<file path="src/rtl/jkff_bank_scheduler_pkg.sv">
// Shared types and constants for the JK bank scheduler: FSM states, command
// encodings and an index range helper.
package jkff_bank_scheduler_pkg;

    typedef enum logic [1:0] {
        S_IDLE   = 2'd0,
        S_DRIVE  = 2'd1,
        S_SETTLE = 2'd2,
        S_DONE   = 2'd3
    } state_t;

    localparam logic [1:0] CMD_HOLD = 2'b00;
    localparam logic [1:0] CMD_RST  = 2'b01;
    localparam logic [1:0] CMD_SET  = 2'b10;
    localparam logic [1:0] CMD_TGL  = 2'b11;

    function automatic logic idx_oob(input int unsigned idx, input int unsigned w);
        return idx >= w;
    endfunction

endpackage

</file>
<file path="src/rtl/jkff_bank_scheduler_rr_arbiter.sv">
// Combinational round-robin arbiter: one-hot grant to the first requester at or
// above ptr_i, wrapping around. Kept generic so other schedulers can reuse it.
module rr_arbiter #(
    parameter int N  = 4,
    parameter int PW = $clog2(N)
) (
    input  logic [N-1:0]  req_i,
    input  logic [PW-1:0] ptr_i,
    output logic [N-1:0]  gnt_o
);

    logic          found;
    logic [PW-1:0] cand;

    always_comb begin
        gnt_o = '0;
        found = 1'b0;
        cand  = '0;
        for (int off = 0; off < N; off++) begin
            cand = PW'((int'(ptr_i) + off) % N);
            if (!found && req_i[cand]) begin
                gnt_o[cand] = 1'b1;
                found       = 1'b1;
            end
        end
    end

endmodule

</file>
<file path="src/rtl/jkff_bank_scheduler.sv">
// Round-robin scheduler sharing a bank of JK flip-flops among several requesters.
// One command per transaction: drive j/k for one cycle, settle, then ack with q.
//
//   state    | meaning
//   S_IDLE   | no owner; arbitrate when any req is high
//   S_DRIVE  | owner's j/k applied to its target bit for one edge
//   S_SETTLE | j/k released, slave stage follows master
//   S_DONE   | ack pulse with rdata/err; pointer moves past the owner
module jkff_bank_scheduler
    import jkff_bank_scheduler_pkg::*;
#(
    parameter int N_REQ = 4,
    parameter int W     = 8,
    parameter int IW    = 3
) (
    input  logic                  clk_i,
    input  logic                  rst_i,
    input  logic [N_REQ-1:0]      req_i,
    input  logic [2*N_REQ-1:0]    cmd_i,
    input  logic [IW*N_REQ-1:0]   idx_i,
    output logic [N_REQ-1:0]      gnt_o,
    output logic                  ack_o,
    output logic                  rdata_o,
    output logic                  err_o,
    output logic                  busy_o,
    output logic [W-1:0]          ff_j_o,
    output logic [W-1:0]          ff_k_o,
    input  logic [W-1:0]          ff_q_i
);

    localparam int PW = $clog2(N_REQ);

    state_t            state_q, state_d;
    logic [PW-1:0]     ptr_q, ptr_d;
    logic [PW-1:0]     win_q, win_d;
    logic [1:0]        cmd_q, cmd_d;
    logic [IW-1:0]     idx_q, idx_d;
    logic [N_REQ-1:0]  arb_gnt;
    logic [N_REQ-1:0]  gnt_q, gnt_d;
    logic [W-1:0]      j_q, j_d, k_q, k_d;
    logic              ack_q, ack_d, rdata_q, rdata_d, err_q, err_d, busy_q, busy_d;

    rr_arbiter #(.N(N_REQ), .PW(PW)) u_arb (
        .req_i (req_i),
        .ptr_i (ptr_q),
        .gnt_o (arb_gnt)
    );

    always_ff @(posedge clk_i) begin
        if (rst_i) state_q <= S_IDLE;
        else       state_q <= state_d;
    end

    always_comb begin
        state_d = state_q;
        case (state_q)
            S_IDLE:   if (|req_i) state_d = S_DRIVE;
            S_DRIVE:  state_d = S_SETTLE;
            S_SETTLE: state_d = S_DONE;
            S_DONE:   state_d = S_IDLE;
            default:  state_d = S_IDLE;
        endcase
    end

    // Outputs are computed from the next state so every port comes straight off a flop.
    always_comb begin
        cmd_d   = cmd_q;
        idx_d   = idx_q;
        win_d   = win_q;
        ptr_d   = ptr_q;
        gnt_d   = '0;
        j_d     = '0;
        k_d     = '0;
        ack_d   = 1'b0;
        rdata_d = 1'b0;
        err_d   = 1'b0;
        busy_d  = (state_d != S_IDLE);

        if (state_q == S_IDLE) begin
            for (int r = 0; r < N_REQ; r++) begin
                if (arb_gnt[r]) begin
                    cmd_d = cmd_i[2*r +: 2];
                    idx_d = idx_i[IW*r +: IW];
                    win_d = PW'(r);
                end
            end
        end

        if (state_q == S_DONE) begin
            if (win_q == PW'(N_REQ - 1)) ptr_d = '0;
            else                         ptr_d = win_q + 1'b1;
        end

        case (state_d)
            S_DRIVE: begin
                gnt_d = arb_gnt;
                if (!idx_oob(32'(idx_d), W)) begin
                    for (int i = 0; i < W; i++) begin
                        if (idx_d == IW'(i)) begin
                            case (cmd_d)
                                CMD_RST:  k_d[i] = 1'b1;
                                CMD_SET:  j_d[i] = 1'b1;
                                CMD_TGL:  begin j_d[i] = 1'b1; k_d[i] = 1'b1; end
                                CMD_HOLD: ;
                                default:  ;
                            endcase
                        end
                    end
                end
            end
            S_SETTLE: gnt_d = gnt_q;
            S_DONE: begin
                gnt_d = gnt_q;
                ack_d = 1'b1;
                err_d = idx_oob(32'(idx_q), W);
                if (!err_d) begin
                    for (int i = 0; i < W; i++) begin
                        if (idx_q == IW'(i)) rdata_d = ff_q_i[i];
                    end
                end
            end
            default: ;
        endcase
    end

    always_ff @(posedge clk_i) begin
        if (rst_i) begin
            ptr_q   <= '0;
            win_q   <= '0;
            cmd_q   <= CMD_HOLD;
            idx_q   <= '0;
            gnt_q   <= '0;
            j_q     <= '0;
            k_q     <= '0;
            ack_q   <= 1'b0;
            rdata_q <= 1'b0;
            err_q   <= 1'b0;
            busy_q  <= 1'b0;
        end else begin
            ptr_q   <= ptr_d;
            win_q   <= win_d;
            cmd_q   <= cmd_d;
            idx_q   <= idx_d;
            gnt_q   <= gnt_d;
            j_q     <= j_d;
            k_q     <= k_d;
            ack_q   <= ack_d;
            rdata_q <= rdata_d;
            err_q   <= err_d;
            busy_q  <= busy_d;
        end
    end

    assign gnt_o   = gnt_q;
    assign ack_o   = ack_q;
    assign rdata_o = rdata_q;
    assign err_o   = err_q;
    assign busy_o  = busy_q;
    assign ff_j_o  = j_q;
    assign ff_k_o  = k_q;

endmodule
</file>
<file path="config.mk">
export PLATFORM = sky130hd
export DESIGN_NAME = jkff_bank_scheduler
export DESIGN_NICKNAME = d
export VERILOG_FILES = /design/src/rtl/jkff_bank_scheduler_pkg.sv /design/src/rtl/jkff_bank_scheduler_rr_arbiter.sv /design/src/rtl/jkff_bank_scheduler.sv
export SDC_FILE = /design/constraint.sdc
export NUM_CORES = 1
export LEC_CHECK = 0
export CAP_MARGIN = 5
export CORE_ASPECT_RATIO = 1.25
export CORE_MARGIN = 2
export CORE_UTILIZATION = 49
export DETAILED_ROUTE_END_ITERATION = 8
export GPL_TIMING_DRIVEN = 0
export PLACE_DENSITY = 0.8
export SYNTH_ARGS = -nofsm -noshare
export SYNTH_HDL_FRONTEND = slang
export SYNTH_SLANG_ARGS = --single-unit
</file>
<file path="constraint.sdc">
create_clock -name clk_i -period 3.4 [get_ports clk_i]
set_clock_uncertainty 0.05 [all_clocks]
set_input_delay 0.51 -clock clk_i [delete_from_list [all_inputs] [get_ports clk_i]]
set_output_delay 0.51 -clock clk_i [all_outputs]
set_load 0.02 [all_outputs]
</file>
==> results.yml <==
sta:
  slew_headroom_pct: 50.98
  worstMarginPinSlew_ps: 732.5
  hold-worst-slack_ps: 431.5
  achievable-frequency_mhz: 302.0
  post-route-min-period_ps: 3312
  final-hold-violation-count: 0
  layout_worst_path_cycle_share_pct: 97.40
  report.final.setup_viol: 0
  finalMaxSlewViolations: 0
finish:
  antennaDiodeCount: 0
  multiInputGateArea_mm2: 0.001585
  final_layout_size_suffix_gt1_share_pct: 26.00
  syn2layout_area_growth_pct: 38.74
  design.final.nets: 344
  num-fill-cells: 348
  area.sequential_um2: 688.2
pwr:
  power_density_mw_per_mm2: 640.8
  power.switching_fraction_pct: 41.59
  vdd.ir_drop.worst_uv: 445.7
  power_uw: 2036
  pwr-share-seq_pct: 26.5
  internal_power_uw: 1189
  comb_power_share_pct: 58.2
  static_leak_uw: 0.001239
  clock_power_share_pct: 15.3
  power_switching_uw: 846.7
flow_run:
  timing.max_cap.violations: 0
yosys:
  synthDistinctLibCells: 66
  asyncSetResetFlopFracSynth_pct: 0
  post_synth_most_frequent_cells: "dfxtp_1 (34), nor2_1 (32), ha_1 (11), nor2b_1 (11), inv_1 (9)"
  post_synthesis_mean_instance_area_um2: 9.999
  syn_nets: 274
  number_of_synthesized_register_bits: 34
  synthDominantAreaCellType: "dfxtp_1"
  most_frequently_used_flop_master_after_synthesis: "dfxtp_1"
  netlist_area_mm2: 0.002290
  yosys_warnings: 0
  yosysTopAreaCellShare_pct: 29.73
  synthesis.instances: 229
  synth-edff-count: 0
  synth_seq_area_share_pct: 29.73
  synth.most_common_cell: "dfxtp_1"
  leading_cell_types_by_total_area_after_synthesis: "dfxtp_1 (30%), ha_1 (6.0%), nor2_1 (5.2%), mux4_2 (4.9%), nor2b_1 (3.0%)"
critical_path:
  worst-path-max-fanout: 8
  cp-end-kind: "register"
  ff_to_ff_start: "ptr_q[1]$_SDFFE_PP0N_"
  critPathRequiredTime_ps: 3520
  rr_endpoint: "ff_k_o[3]$_SDFF_PP0_"
  timing.critical_path.arrival_ps: 3430
  worst-r2r-setup-slack_ps: 90
  path_class: "register to register"
  critical_path.cell_chain: "buf_8 > inv_1 > ha_4 > buf_6 > mux4_2 > o31ai_4 > buf_12 > nand3_1 > o2111a_1 > a211o_1 > nand4b_1 > nor2_1"
  slowest_stage: "mux4_2"
  critical_path.max_stage_delay_ps: 650
  r2r.worst_path.cells: 12
  startpoint_type: "register"
floorplan:
  dieArea_mm2: 0.005239
  placement_rows: 27
  die_h_um: 80.43
  die_w_um: 65.14
  core-area_mm2: 0.004459
  start_util_pct: 51.35
  design.portCount: 58
place:
  gpl.final_weighted_congestion: 0.8777
  place.port_buffers: 52
  detailed_place_hpwl_um: 4353
run_status:
  outcome: "finished clean"
min_path:
  worst_min_delay_path_category: "register to register"
  min_delay_path_depth: 1
  hold-path-endpoint: "gnt_o[0]$_SDFFE_PP0N_"
  worst_hold_start: "gnt_o[0]$_SDFFE_PP0N_"
route:
  route.detailed.vias_per_inst: 5.712
  routed-via-count: 2045
  first_pass_iters: 4
  wire_per_inst_um: 16.65
  wire_length_after_detailed_routing_um: 5959
  detail_route.iter0.violations: 110
  final_antenna_net_count: 0
  drc: 0
clock_tree:
  clock_pin_transition_on_the_worst_setup_and_hold_timing_paths_ps: 70
  clock_latency_ps: 290
  cts-root-to-sink-buffers: 2
  clockRootBuffer: "clkbuf_8"
  cts_max_level: 2
  cts_tree: "yes"
  clock_sinks: 34
  tritoncts.num_buffers: 5
grt:
  globalRouteOverflowTotal: 0
  grt_max_degree: 12
  grt_most_used_layer: "met2"
  grt_first_pass_wirelength_um: 9190
  grt.met3_usage_pct: 5.742
  met2_global_route_usage_pct: 41.24
  via_count_of_the_first_global_routing_pass: 1874
  grt_antenna_before_repair: 0
  grt_util_all_layers_pct: 23.12
  global_route.usage.met1_pct: 27.64
## worst max path at each step
| stage | from | end | slack, ps | cells after the start |
|---|---|---|---|---|
| after floorplan | ptr_q[0]$_SDFFE_PP0N_ | ff_j_o[6]$_SDFF_PP0_ | 230 | 12 |
| after detailed placement | ptr_q[0]$_SDFFE_PP0N_ | ff_k_o[3]$_SDFF_PP0_ | -120 | 13 |
| after global routing | ptr_q[1]$_SDFFE_PP0N_ | ff_k_o[3]$_SDFF_PP0_ | -30 | 12 |
| after CTS | ptr_q[1]$_SDFFE_PP0N_ | ff_j_o[5]$_SDFF_PP0_ | 1 | 11 |
| final | ptr_q[1]$_SDFFE_PP0N_ | ff_k_o[3]$_SDFF_PP0_ | 90 | 12 |
| after global placement | ptr_q[0]$_SDFFE_PP0N_ | ff_k_o[0]$_SDFF_PP0_ | -50 | 11 |
## final cells by class
class	instances	share of cell area (%)
Tap cell	58	2.284
Timing Repair Buffer	64	19.61
Sequential cell	34	21.66
Clock buffer	6	2.599
Inverter	9	1.063
Buffer	11	2.481
Clock inverter	2	0.3939
Multi-Input combinational cell	174	49.90
## metrics by stage
stage	setup WS (ps)	TNS [ps]	cells	instance area [µm²]	util, %
2_1_floorplan	232.5	0	229	2290	-
3_5_place_dp	-120.9	-1507	339	2883	64.65
3_3_place_gp	-53.34	-505.2	339	2883	64.65
5_1_grt	-31.84	-48.25	358	3177	71.24
6_report	88.26	0	358	3177	71.24
4_1_cts	1.142	0	348	3015	67.62
## power groups by stage
stage	logic, µW	registers [µW]	clock network, µW
6_report	1180	540	312
5_1_grt	1260	547	335
4_1_cts	1100	539	314
3_5_place_dp	1080	547	0
3_3_place_gp	1060	545	0
2_1_floorplan	772	579	0
## sequential cells by signal, indices dropped and copies added, names as in the netlist
register and flops:
ff_j_o 8, ff_k_o 8, gnt_o 4, idx_q 3, cmd_q 2, ptr_q 2, state_q 2, win_q 2
ack_o 1, busy_o 1, rdata_o 1
## layout by cell type (no fill, tap or decap), types with 4 or more instances in the layout
cell type | synthesis | final
clkbuf_8 | 0 | 6
inv_1 | 9 | 9
nand2_1 | 8 | 8
nand3_1 | 5 | 5
mux2_2 | 6 | 6
mux2i_1 | 4 | 4
a22o_1 | 5 | 4
dfxtp_1 | 34 | 32
ha_1 | 11 | 10
nor2_1 | 32 | 32
o21ai_0 | 7 | 6
mux4_2 | 5 | 5
buf_4 | 2 | 13
nor2b_1 | 11 | 11
clkdlybuf4s50_1 | 0 | 52
## repair_timing
item,CTS,global route
hold buffers,0,0
pin swaps,2,10
endpoints found under the hold margin,0,0
setup buffers,1,11
gates resized for setup,5,15
setup endpoints to repair,18,21
## critical path: cells and delay by family, from the launching register on
kind | cells | cell delay, ps
adder cells (fa/ha/maj) | 1 | 270
AO/OA/AOI/OAI | 3 | 970
flip-flops | 1 | 370
AND/OR/NAND/NOR | 3 | 390
multiplexers | 1 | 650
buffers and inverters | 4 | 480
## logic make-up (layout without fill, tap and decap cells)
logic type                 count (synthesis)  after routing  synth area share (%)
adders and majority gates                 11             11                 6.011
AOI/OAI and AO/OA                         59             59                 27.54
other                                      1              1                0.1638
and+or+nand+nor                           87             87                 21.31
DFF                                       34             34                 29.73
buffers and inverters                     21             92                 4.972
muxes                                     16             16                 10.27
## metal layers
metal | vias up | routed length [µm]
li1 | 990 | -
met1 | 947 | 2471
met4 | 0 | 110
met2 | 97 | 2948
met3 | 11 | 428
met5 | - | 0
Note: power is estimated with default switching activity, not from simulation.
